===== config.mk =====
export PLATFORM = sky130hd
export DESIGN_NAME = vending_controller_gen
export DESIGN_NICKNAME = d
export VERILOG_FILES = /design/src/rtl/vending_controller_gen.sv
export SDC_FILE = /design/constraint.sdc
export NUM_CORES = 1
export LEC_CHECK = 0
export CAP_MARGIN = 10
export CORE_ASPECT_RATIO = 1.4
export CORE_MARGIN = 2
export CORE_UTILIZATION = 46
export CTS_BUF_LIST = sky130_fd_sc_hd__clkbuf_4 sky130_fd_sc_hd__clkbuf_8
export DETAILED_ROUTE_END_ITERATION = 6
export GPL_TIMING_DRIVEN = 0
export PLACE_DENSITY = 0.63
export SYNTH_ARGS = -nofsm -noshare
export SYNTH_HDL_FRONTEND = slang
export SYNTH_SLANG_ARGS = --single-unit

===== constraint.sdc =====
create_clock -name clk -period 4.1 [get_ports clk]
set_input_delay 0.41 -clock clk [delete_from_list [all_inputs] [get_ports clk]]
set_output_delay 0.41 -clock clk [all_outputs]
set_load 0.02 [all_outputs]

===== src/rtl/vending_controller_gen.sv =====
// Vending controller: validates a tray/product selection against a per-slot stock table,
// runs the UPI payment handshake, times the spring motor, then dispenses and decrements stock.
module vending_controller_gen #(
    parameter int NUM_TRAYS         = 6,
    parameter int PRODUCTS_PER_TRAY = 5,
    parameter int STOCK_W           = 4,
    parameter int INIT_STOCK        = 2,
    parameter int PRICE_W           = 8,
    parameter int PRICE_BASE        = 10,
    parameter int PRICE_TRAY_STEP   = 10,
    parameter int PRICE_PROD_STEP   = 5,
    parameter int PAY_TIMEOUT       = 64,
    parameter int MOTOR_CYCLES      = 16,
    localparam int TRAY_W = (NUM_TRAYS > 1) ? $clog2(NUM_TRAYS) : 1,
    localparam int PROD_W = (PRODUCTS_PER_TRAY > 1) ? $clog2(PRODUCTS_PER_TRAY) : 1
) (
    input  logic               clk,
    input  logic               rst_n,
    input  logic               sel_valid,
    input  logic [TRAY_W-1:0]  tray_sel,
    input  logic [PROD_W-1:0]  product_sel,
    output logic               upi_pay_req,
    input  logic               upi_pay_done,
    input  logic               upi_pay_fail,
    input  logic               restock_en,
    input  logic [TRAY_W-1:0]  restock_tray,
    input  logic [PROD_W-1:0]  restock_product,
    input  logic [STOCK_W-1:0] restock_count,
    output logic               busy,
    output logic               spring_motor_en,
    output logic               dispense,
    output logic [PRICE_W-1:0] amount,
    output logic               error,
    output logic [2:0]         err_code
);

    localparam int TMR_W = (PAY_TIMEOUT > 1) ? $clog2(PAY_TIMEOUT) : 1;
    localparam int MOT_W = (MOTOR_CYCLES > 1) ? $clog2(MOTOR_CYCLES) : 1;
    localparam logic [STOCK_W-1:0] STOCK_MAX = '1;
    localparam logic [STOCK_W:0]   SUM_ONE   = 1;

    typedef enum logic [2:0] {
        IDLE, CHECK, PAY_REQ, PAY_WAIT, MOTOR, DONE, ERR
    } state_t;

    state_t             state_q, state_d;
    logic [TRAY_W-1:0]  tray_q, tray_d;
    logic [PROD_W-1:0]  prod_q, prod_d;
    logic [TMR_W-1:0]   timer_q, timer_d;
    logic [MOT_W-1:0]   mcnt_q, mcnt_d;
    logic               pay_req_q, pay_req_d;
    logic               motor_q, motor_d;
    logic               dispense_q, dispense_d;
    logic [PRICE_W-1:0] amount_q, amount_d;
    logic               error_q, error_d;
    logic [2:0]         err_code_q, err_code_d;
    logic [2:0]         pend_q, pend_d;
    logic [STOCK_W-1:0] stock_q [NUM_TRAYS][PRODUCTS_PER_TRAY];
    logic [STOCK_W-1:0] stock_d [NUM_TRAYS][PRODUCTS_PER_TRAY];

    logic               sel_ok;
    logic               dec_stock;
    logic [STOCK_W-1:0] stock_cur;
    logic [STOCK_W:0]   ssum;

    always_comb begin
        sel_ok    = (int'(tray_q) < NUM_TRAYS) && (int'(prod_q) < PRODUCTS_PER_TRAY);
        stock_cur = '0;
        for (int t = 0; t < NUM_TRAYS; t++) begin
            for (int p = 0; p < PRODUCTS_PER_TRAY; p++) begin
                if (tray_q == TRAY_W'(t) && prod_q == PROD_W'(p)) stock_cur = stock_q[t][p];
            end
        end
    end

    always_comb begin
        state_d    = state_q;
        tray_d     = tray_q;
        prod_d     = prod_q;
        timer_d    = timer_q;
        mcnt_d     = mcnt_q;
        amount_d   = amount_q;
        error_d    = error_q;
        err_code_d = err_code_q;
        pend_d     = pend_q;
        pay_req_d  = 1'b0;
        motor_d    = 1'b0;
        dispense_d = 1'b0;
        dec_stock  = 1'b0;
        unique case (state_q)
            IDLE: begin
                if (sel_valid) begin
                    tray_d     = tray_sel;
                    prod_d     = product_sel;
                    error_d    = 1'b0;
                    err_code_d = 3'd0;
                    state_d    = CHECK;
                end
            end
            CHECK: begin
                if (!sel_ok) begin
                    pend_d   = 3'd1;
                    amount_d = '0;
                    state_d  = ERR;
                end else if (stock_cur == '0) begin
                    pend_d   = 3'd2;
                    amount_d = '0;
                    state_d  = ERR;
                end else begin
                    amount_d = PRICE_W'(PRICE_BASE + int'(tray_q) * PRICE_TRAY_STEP
                                                   + int'(prod_q) * PRICE_PROD_STEP);
                    state_d  = PAY_REQ;
                end
            end
            PAY_REQ: begin
                pay_req_d = 1'b1;
                timer_d   = '0;
                state_d   = PAY_WAIT;
            end
            PAY_WAIT: begin
                // A payment answer always beats the timeout; fail beats done.
                if (upi_pay_fail) begin
                    pend_d  = 3'd3;
                    state_d = ERR;
                end else if (upi_pay_done) begin
                    mcnt_d  = '0;
                    state_d = MOTOR;
                end else if (timer_q == TMR_W'(PAY_TIMEOUT - 1)) begin
                    pend_d  = 3'd4;
                    state_d = ERR;
                end else begin
                    timer_d = timer_q + 1'b1;
                end
            end
            MOTOR: begin
                motor_d = 1'b1;
                if (mcnt_q == MOT_W'(MOTOR_CYCLES - 1)) begin
                    dec_stock = 1'b1;
                    state_d   = DONE;
                end else begin
                    mcnt_d = mcnt_q + 1'b1;
                end
            end
            DONE: begin
                dispense_d = 1'b1;
                state_d    = IDLE;
            end
            ERR: begin
                error_d    = 1'b1;
                err_code_d = pend_q;
                state_d    = IDLE;
            end
            default: state_d = IDLE;
        endcase
    end

    // Restock and the dispense decrement may hit one slot together: sat(stock - 1 + count).
    always_comb begin
        stock_d = stock_q;
        ssum    = '0;
        for (int t = 0; t < NUM_TRAYS; t++) begin
            for (int p = 0; p < PRODUCTS_PER_TRAY; p++) begin
                ssum = {1'b0, stock_q[t][p]};
                if (restock_en && restock_tray == TRAY_W'(t) && restock_product == PROD_W'(p))
                    ssum = ssum + {1'b0, restock_count};
                if (dec_stock && tray_q == TRAY_W'(t) && prod_q == PROD_W'(p) && ssum != '0)
                    ssum = ssum - SUM_ONE;
                stock_d[t][p] = ssum[STOCK_W] ? STOCK_MAX : ssum[STOCK_W-1:0];
            end
        end
    end

    always_ff @(posedge clk) begin
        if (!rst_n) begin
            state_q    <= IDLE;
            tray_q     <= '0;
            prod_q     <= '0;
            timer_q    <= '0;
            mcnt_q     <= '0;
            pay_req_q  <= 1'b0;
            motor_q    <= 1'b0;
            dispense_q <= 1'b0;
            amount_q   <= '0;
            error_q    <= 1'b0;
            err_code_q <= 3'd0;
            pend_q     <= 3'd0;
            for (int t = 0; t < NUM_TRAYS; t++) begin
                for (int p = 0; p < PRODUCTS_PER_TRAY; p++) begin
                    stock_q[t][p] <= STOCK_W'(INIT_STOCK);
                end
            end
        end else begin
            state_q    <= state_d;
            tray_q     <= tray_d;
            prod_q     <= prod_d;
            timer_q    <= timer_d;
            mcnt_q     <= mcnt_d;
            pay_req_q  <= pay_req_d;
            motor_q    <= motor_d;
            dispense_q <= dispense_d;
            amount_q   <= amount_d;
            error_q    <= error_d;
            err_code_q <= err_code_d;
            pend_q     <= pend_d;
            stock_q    <= stock_d;
        end
    end

    assign busy            = (state_q != IDLE);
    assign upi_pay_req     = pay_req_q;
    assign spring_motor_en = motor_q;
    assign dispense        = dispense_q;
    assign amount          = amount_q;
    assign error           = error_q;
    assign err_code        = err_code_q;

endmodule

Yosys cells after proc, flatten, opt, wreduce, memory -nomap -nowiden
Cells that the tools add are included.
Storage, ports and cells
  bits in registers: 157
  latch bits: 0
  memory bits (writable): 0
  memory bits (read-only): 0
  input bits: 22
  output and inout port bits: 16
  logic and storage cells: 541
  memories: 0
Operators by class
  add/subtract/negate cells: 64
  multiply operators: 2
  divide/modulo/power cells: 0
  order comparisons: 2
  eq/ne operators: 37
  shifts and indexed selects: 0
  muxes and demuxes: 153
  bitwise operators: 1
  reductions and logical operators: 210
Operators by type and width (number)
  $mux 5: 60
  $mux 4: 63
  $add 4x4->5: 30
  $reduce_bool 5->1: 30
  $sub 5x1->5 const B: 30
  $logic_and 1x1->1: 133
  $reduce_or 2->1: 30
  $mux 3: 13
  $eq 3x2->1 const B: 10
  $eq 3x3->1 const B: 9
  $mux 6: 3
  $mux 8: 2
  $eq 3x1->1 const B: 5
  $logic_not 3->1: 5
  $pmux 3 s5: 1
  $ne 2x2->1 const B: 7
  $mul 3x3->6 const B: 2
  $pmux 3 s2: 2
  $pmux 6 s2: 1
  $reduce_and 4->1: 3
  $ne 3x3->1 const B: 3
  $add 4x7->8 const A: 1
  $add 8x6->8: 1
  $pmux 4 s2: 1
  14 further kinds: 24

Depth between registers and ports, before layout
  word-level depth: 36
  mapped depth: 15
  gate-level depth less buffers: 13

Least setup slack after synthesis
OpenSTA, ideal clock, no wires.
  path kind: in2reg
  start point: input port restock_product[2]
  end point: register stock_q[9] in the netlist's numbering
  setup time: 0.132 ns
  arrival time: 2.889 ns
  data required time: 3.968 ns
  slack: 1.079 ns
  cell stages on the path: 9
  buffers on the path: 1
  path through: buf_2 > or3b_1 > nor2_1 > mux2i_1 > ha_1 > inv_1 > o311a_1 > mux2i_1 > or3b_2
On the way
  longest elaborated chain between the ends: 7
  elaborated cells on any way between the ends: 8
  those cells by class: add/sub: 1; eq/ne: 1; mux: 2; reduce/logical: 4
Ends and longest elaborated chain
  start, declared: RTL line 27  | input logic [PROD_W-1:0] restock_product,
  $eq 3x2->1 *: RTL line 164  | if (restock_en && restock_tray == TRAY_W'(t) && restock_product == PROD_W'(p))
  $logic_and 1x1->1 *: RTL line 164
  $mux 5 *: RTL line 164
  branches (longest 2 deep; another with $sub 5x1->5)
  $mux 5 *: RTL line 166  | if (dec_stock && tray_q == TRAY_W'(t) && prod_q == PROD_W'(p) && ssum != '0)
  $reduce_or 2->1 (no source line)
  end signal, assigned by index: RTL line 189  | stock_q[t][p] <= STOCK_W'(INIT_STOCK);
  end signal, assigned: RTL line 205  | stock_q <= stock_d;
  end, declared: RTL line 58  | logic [STOCK_W-1:0] stock_q [NUM_TRAYS][PRODUCTS_PER_TRAY];
Every way passes the cells marked *.
A chain may end at the register's enable or synchronous reset.

Worst setup path after layout
  start point: register tray_q[1]
  end point: register amount_q[5] (netlist: amount[5])
On the way
  longest elaborated chain between the ends: 35
  elaborated cells on any way between the ends: 74
  those cells by class: add/sub: 2; mul: 1; order compare: 1; eq/ne: 5; mux: 32; reduce/logical: 33
Ends and longest elaborated chain
  start, declared: RTL line 47  | logic [TRAY_W-1:0] tray_q, tray_d;
  start signal, assigned: RTL line 194  | tray_q <= tray_d;
  $logic_not 3->1: RTL line 71  | if (tray_q == TRAY_W'(t) && prod_q == PROD_W'(p)) stock_cur = stock_q[t][p];
  $logic_and 1x1->1: RTL line 71
  $mux 4 (30 in series): RTL line 71
  $logic_not 4->1: RTL line 105  | end else if (stock_cur == '0) begin
  $mux 8: RTL line 105
  $mux 8 *: RTL line 101  | if (!sel_ok) begin
  end signal, assigned: RTL line 201  | amount_q <= amount_d;
  end, declared: RTL line 54  | logic [PRICE_W-1:0] amount_q, amount_d;
Mark *: on every way between the ends. The rest lies on a longest branch, timed or not.

==> impl_results.md <==
- Outcome: completed
- Number of global-route vias before repair: 13687
- CP arrival: 4.31 ns
- Register area share after synthesis: 20.2%
- Placed instance count: ~2200
- Slew Limit Fails: 0
- Total GRT Usage: 27.1%
- Synth area leaders: dfxtp_1, ha_1, mux2i_1, xnor2_1, fa_1
- Mean Syn Cell Area: 9.03 µm²
- Initial antenna violation count: 1
- Area growth, synth to finish: 9.20%
- CTS tree: built
- CP Class: flip-flop to flip-flop
- Via density: roughly 6.1
- Net count after synthesis: 1975
- RSZ-0062 raised after global routing: false
- Final GP Congestion: 0.950
- Leak Pwr: 6.99 nW
- Later-pin clock latency in the skew report: 0.52 ns
- HP Start: rst_n
- Most frequent cell after synthesis: ha_1
- Reg2reg start: tray_q[1]
- Post-synthesis instance area: 15500 µm²
- # nets final: 2034
- Final hold vios: 0
- Synth Area in Compound Gates: 18.7%
- Number of synthesized flops with an enable pin: 0
- Clock transition at path regs: 0.09 ns
- CTS Sinks: 157
- Layout cells sized above 1: about 8.3%
- Grt ovf: 0
- Worst slew margin: 7.93%
- Leading area contributor after synthesis: dfxtp_1
- Mux cell area share after synthesis: 10.2%
- Final Non-Filler Cells: 2238
- Via count: about 14000
- Post-CTS Repair Setup Buffers: 0
- HPWL after DPL: 36600 µm
- Final wirelength: between 40000 and 50000 µm
- Root Buffer: clkbuf_8
- Antenna-violating nets left: 0
- Pwr Density: 232 nW/µm²
- Starting Density: a little under half
- FF+latch count, synth: 157
- Max Freq: 0.258 GHz
- Fin crit period: just under 4 ns
- IO Count: 38
- Num CTS Buffers: 17
- Starting DRT DRC Count: 874
- Area of the die: 35300 µm²
- Synth cell count leaders: ha_1, dfxtp_1, mux2i_1
- Synth top area share: approximately 20%
- Htree depth: 4
- Mapped Cells: 1720
- Final core occ: around 51%
- Largest net degree at the start of global routing: 47
- Final setup fails: 0
- CP Max Fanout: 10
- Port-buffer cells: 34
- # hold bufs at CTS: 0
- Most used DFF post-synth: dfxtp_1
- Post-Synth Adder-Cell Area: a little over 20%
- Die height: 221 µm
- Crit path launch: tray_q[1]
- DRC: 0
- Ys async rst share: 0%
- Crit. End Element: flip-flop
- Worst-Margin Slew: ~1.4 ns
- Yosys cell types: between 90 and 100
- Worst Path Required: 4.54 ns
- Mean routed wirelength per cell: 21.4 µm
- Ys Warns: 0
- VDD IR max: ~0.18 mV
- Clock Tree Buf Depth: 2
- Worst setup SP type: flip-flop
- Number of core rows: 79
- Global-route wire length before repair: between 70000 and 80000 µm
- Fin crit share: 94.4%
- Max cap viols: 0
- DR pass1 iterations: 5
- Clk_skew: 0.0134 ns
- Synth Area in Simple Gates: 18.3%
- Largest family of logic cells by synthesized area: adder cells
- Die Wd: 159 µm
- Core area: roughly 33000 µm²
- Min-Delay Path Class: input port to flip-flop
- Post-Synth XOR/XNOR Area: 9.03%
-- stage by stage --
step           TNS (ns)  hold WS (ns)  instance area, µm²  power [mW]  setup slack, ns
2_1_floorplan         0         0.441               15500        2.26             1.08
3_3_place_gp    -256.41         0.438               16400        2.57            -2.37
3_5_place_dp    -0.0543         0.447               16500        2.61          -0.0543
4_1_cts               0         0.440               16900        3.93            0.142
5_1_grt               0         0.460               17000        4.08           0.0661
6_report              0         0.448               17000        3.93            0.228
-- worst max-delay path, stage by stage, from the launching register on --
cell,delay [ns]
dfxtp_1,0.48
buf_2,0.27
buf_2,0.27
nor4b_1,0.64
o21ai_0,0.30
nand3_1,0.16
a31oi_1,0.06
a211oi_1,0.64
o31ai_2,0.14
a21oi_2,0.40
nand2_1,0.24
o21ai_0,0.21
-- cell families (layout without fill, tap and decap cells) --
kind of cell	after synthesis	count (layout)
AO/OA/AOI/OAI	407	407
XOR/XNOR	160	160
adder cells (fa/ha/maj)	233	233
buffers and inverters	106	176
flip-flops	157	157
multiplexers	155	155
other	0	3
AND/OR/NAND/NOR	502	502
-- worst paths after layout --
kind / depth (start not counted) / end / slack (ns)
min reg2reg: 2 / amount[4] / 0.46
max: 11 / amount[5] / 0.23
min: 2 / stock_q[97] / 0.45
max reg2reg: 11 / amount[5] / 0.23
-- cell usage in the layout, fill, tap and decap left out, types with 32 or more instances in the layout --
cell / n
o21ai_0: 41
a21o_1: 72
nor2_1: 87
xnor2_1: 88
nand2_1: 128
mux2i_1: 142
dfxtp_1: 157
fa_1: 34
a21oi_1: 97
nor3_1: 32
inv_1: 51
xor2_1: 72
o21a_1: 83
nand3_1: 45
nand4_1: 42
ha_1: 199
-- state kept, by name, summed over array words and instances (netlist names) --
signal,cells
tray_q,3
spring_motor_en,1
error,1
dispense,1
upi_pay_req,1
pend_q,3
stock_q,120
timer_q,6
state_q,3
mcnt_q,4
err_code,3
amount,8
prod_q,3
-- per-layer routing --
| layer | global-route usage [%] | routed length, µm |
|---|---|---|
| met1 | 30.0 | 19100 |
| met2 | 48.6 | 23800 |
| met3 | 3.92 | 2020 |
| met4 | 16.4 | 2940 |
| met5 | 0 | 0 |
-- timing repair --
item | CTS | global route
hold endpoints to repair | 0 | 0
endpoints found under the setup margin | 0 | 2
resized for setup | 0 | 1
-- final cells by class --
type / count / area (µm²)
Antenna cell: 3 / 7.51
Buffer: 53 / 272
Clock buffer: 19 / 249
Clock inverter: 11 / 170
Fill cell: 3172 / 16300
Inverter: 53 / 199
Multi-Input combinational cell: 1457 / 11900
Sequential cell: 157 / 3140
Tap cell: 445 / 557
Timing Repair Buffer: 40 / 433
-- report_power, final --
group	total [mW]	switching, mW	internal, mW
logic	1.00	0.612	0.391
clock network	1.34	0.671	0.668
registers	1.59	0.0304	1.56
No activity file was read; power rests on OpenSTA's default activity.
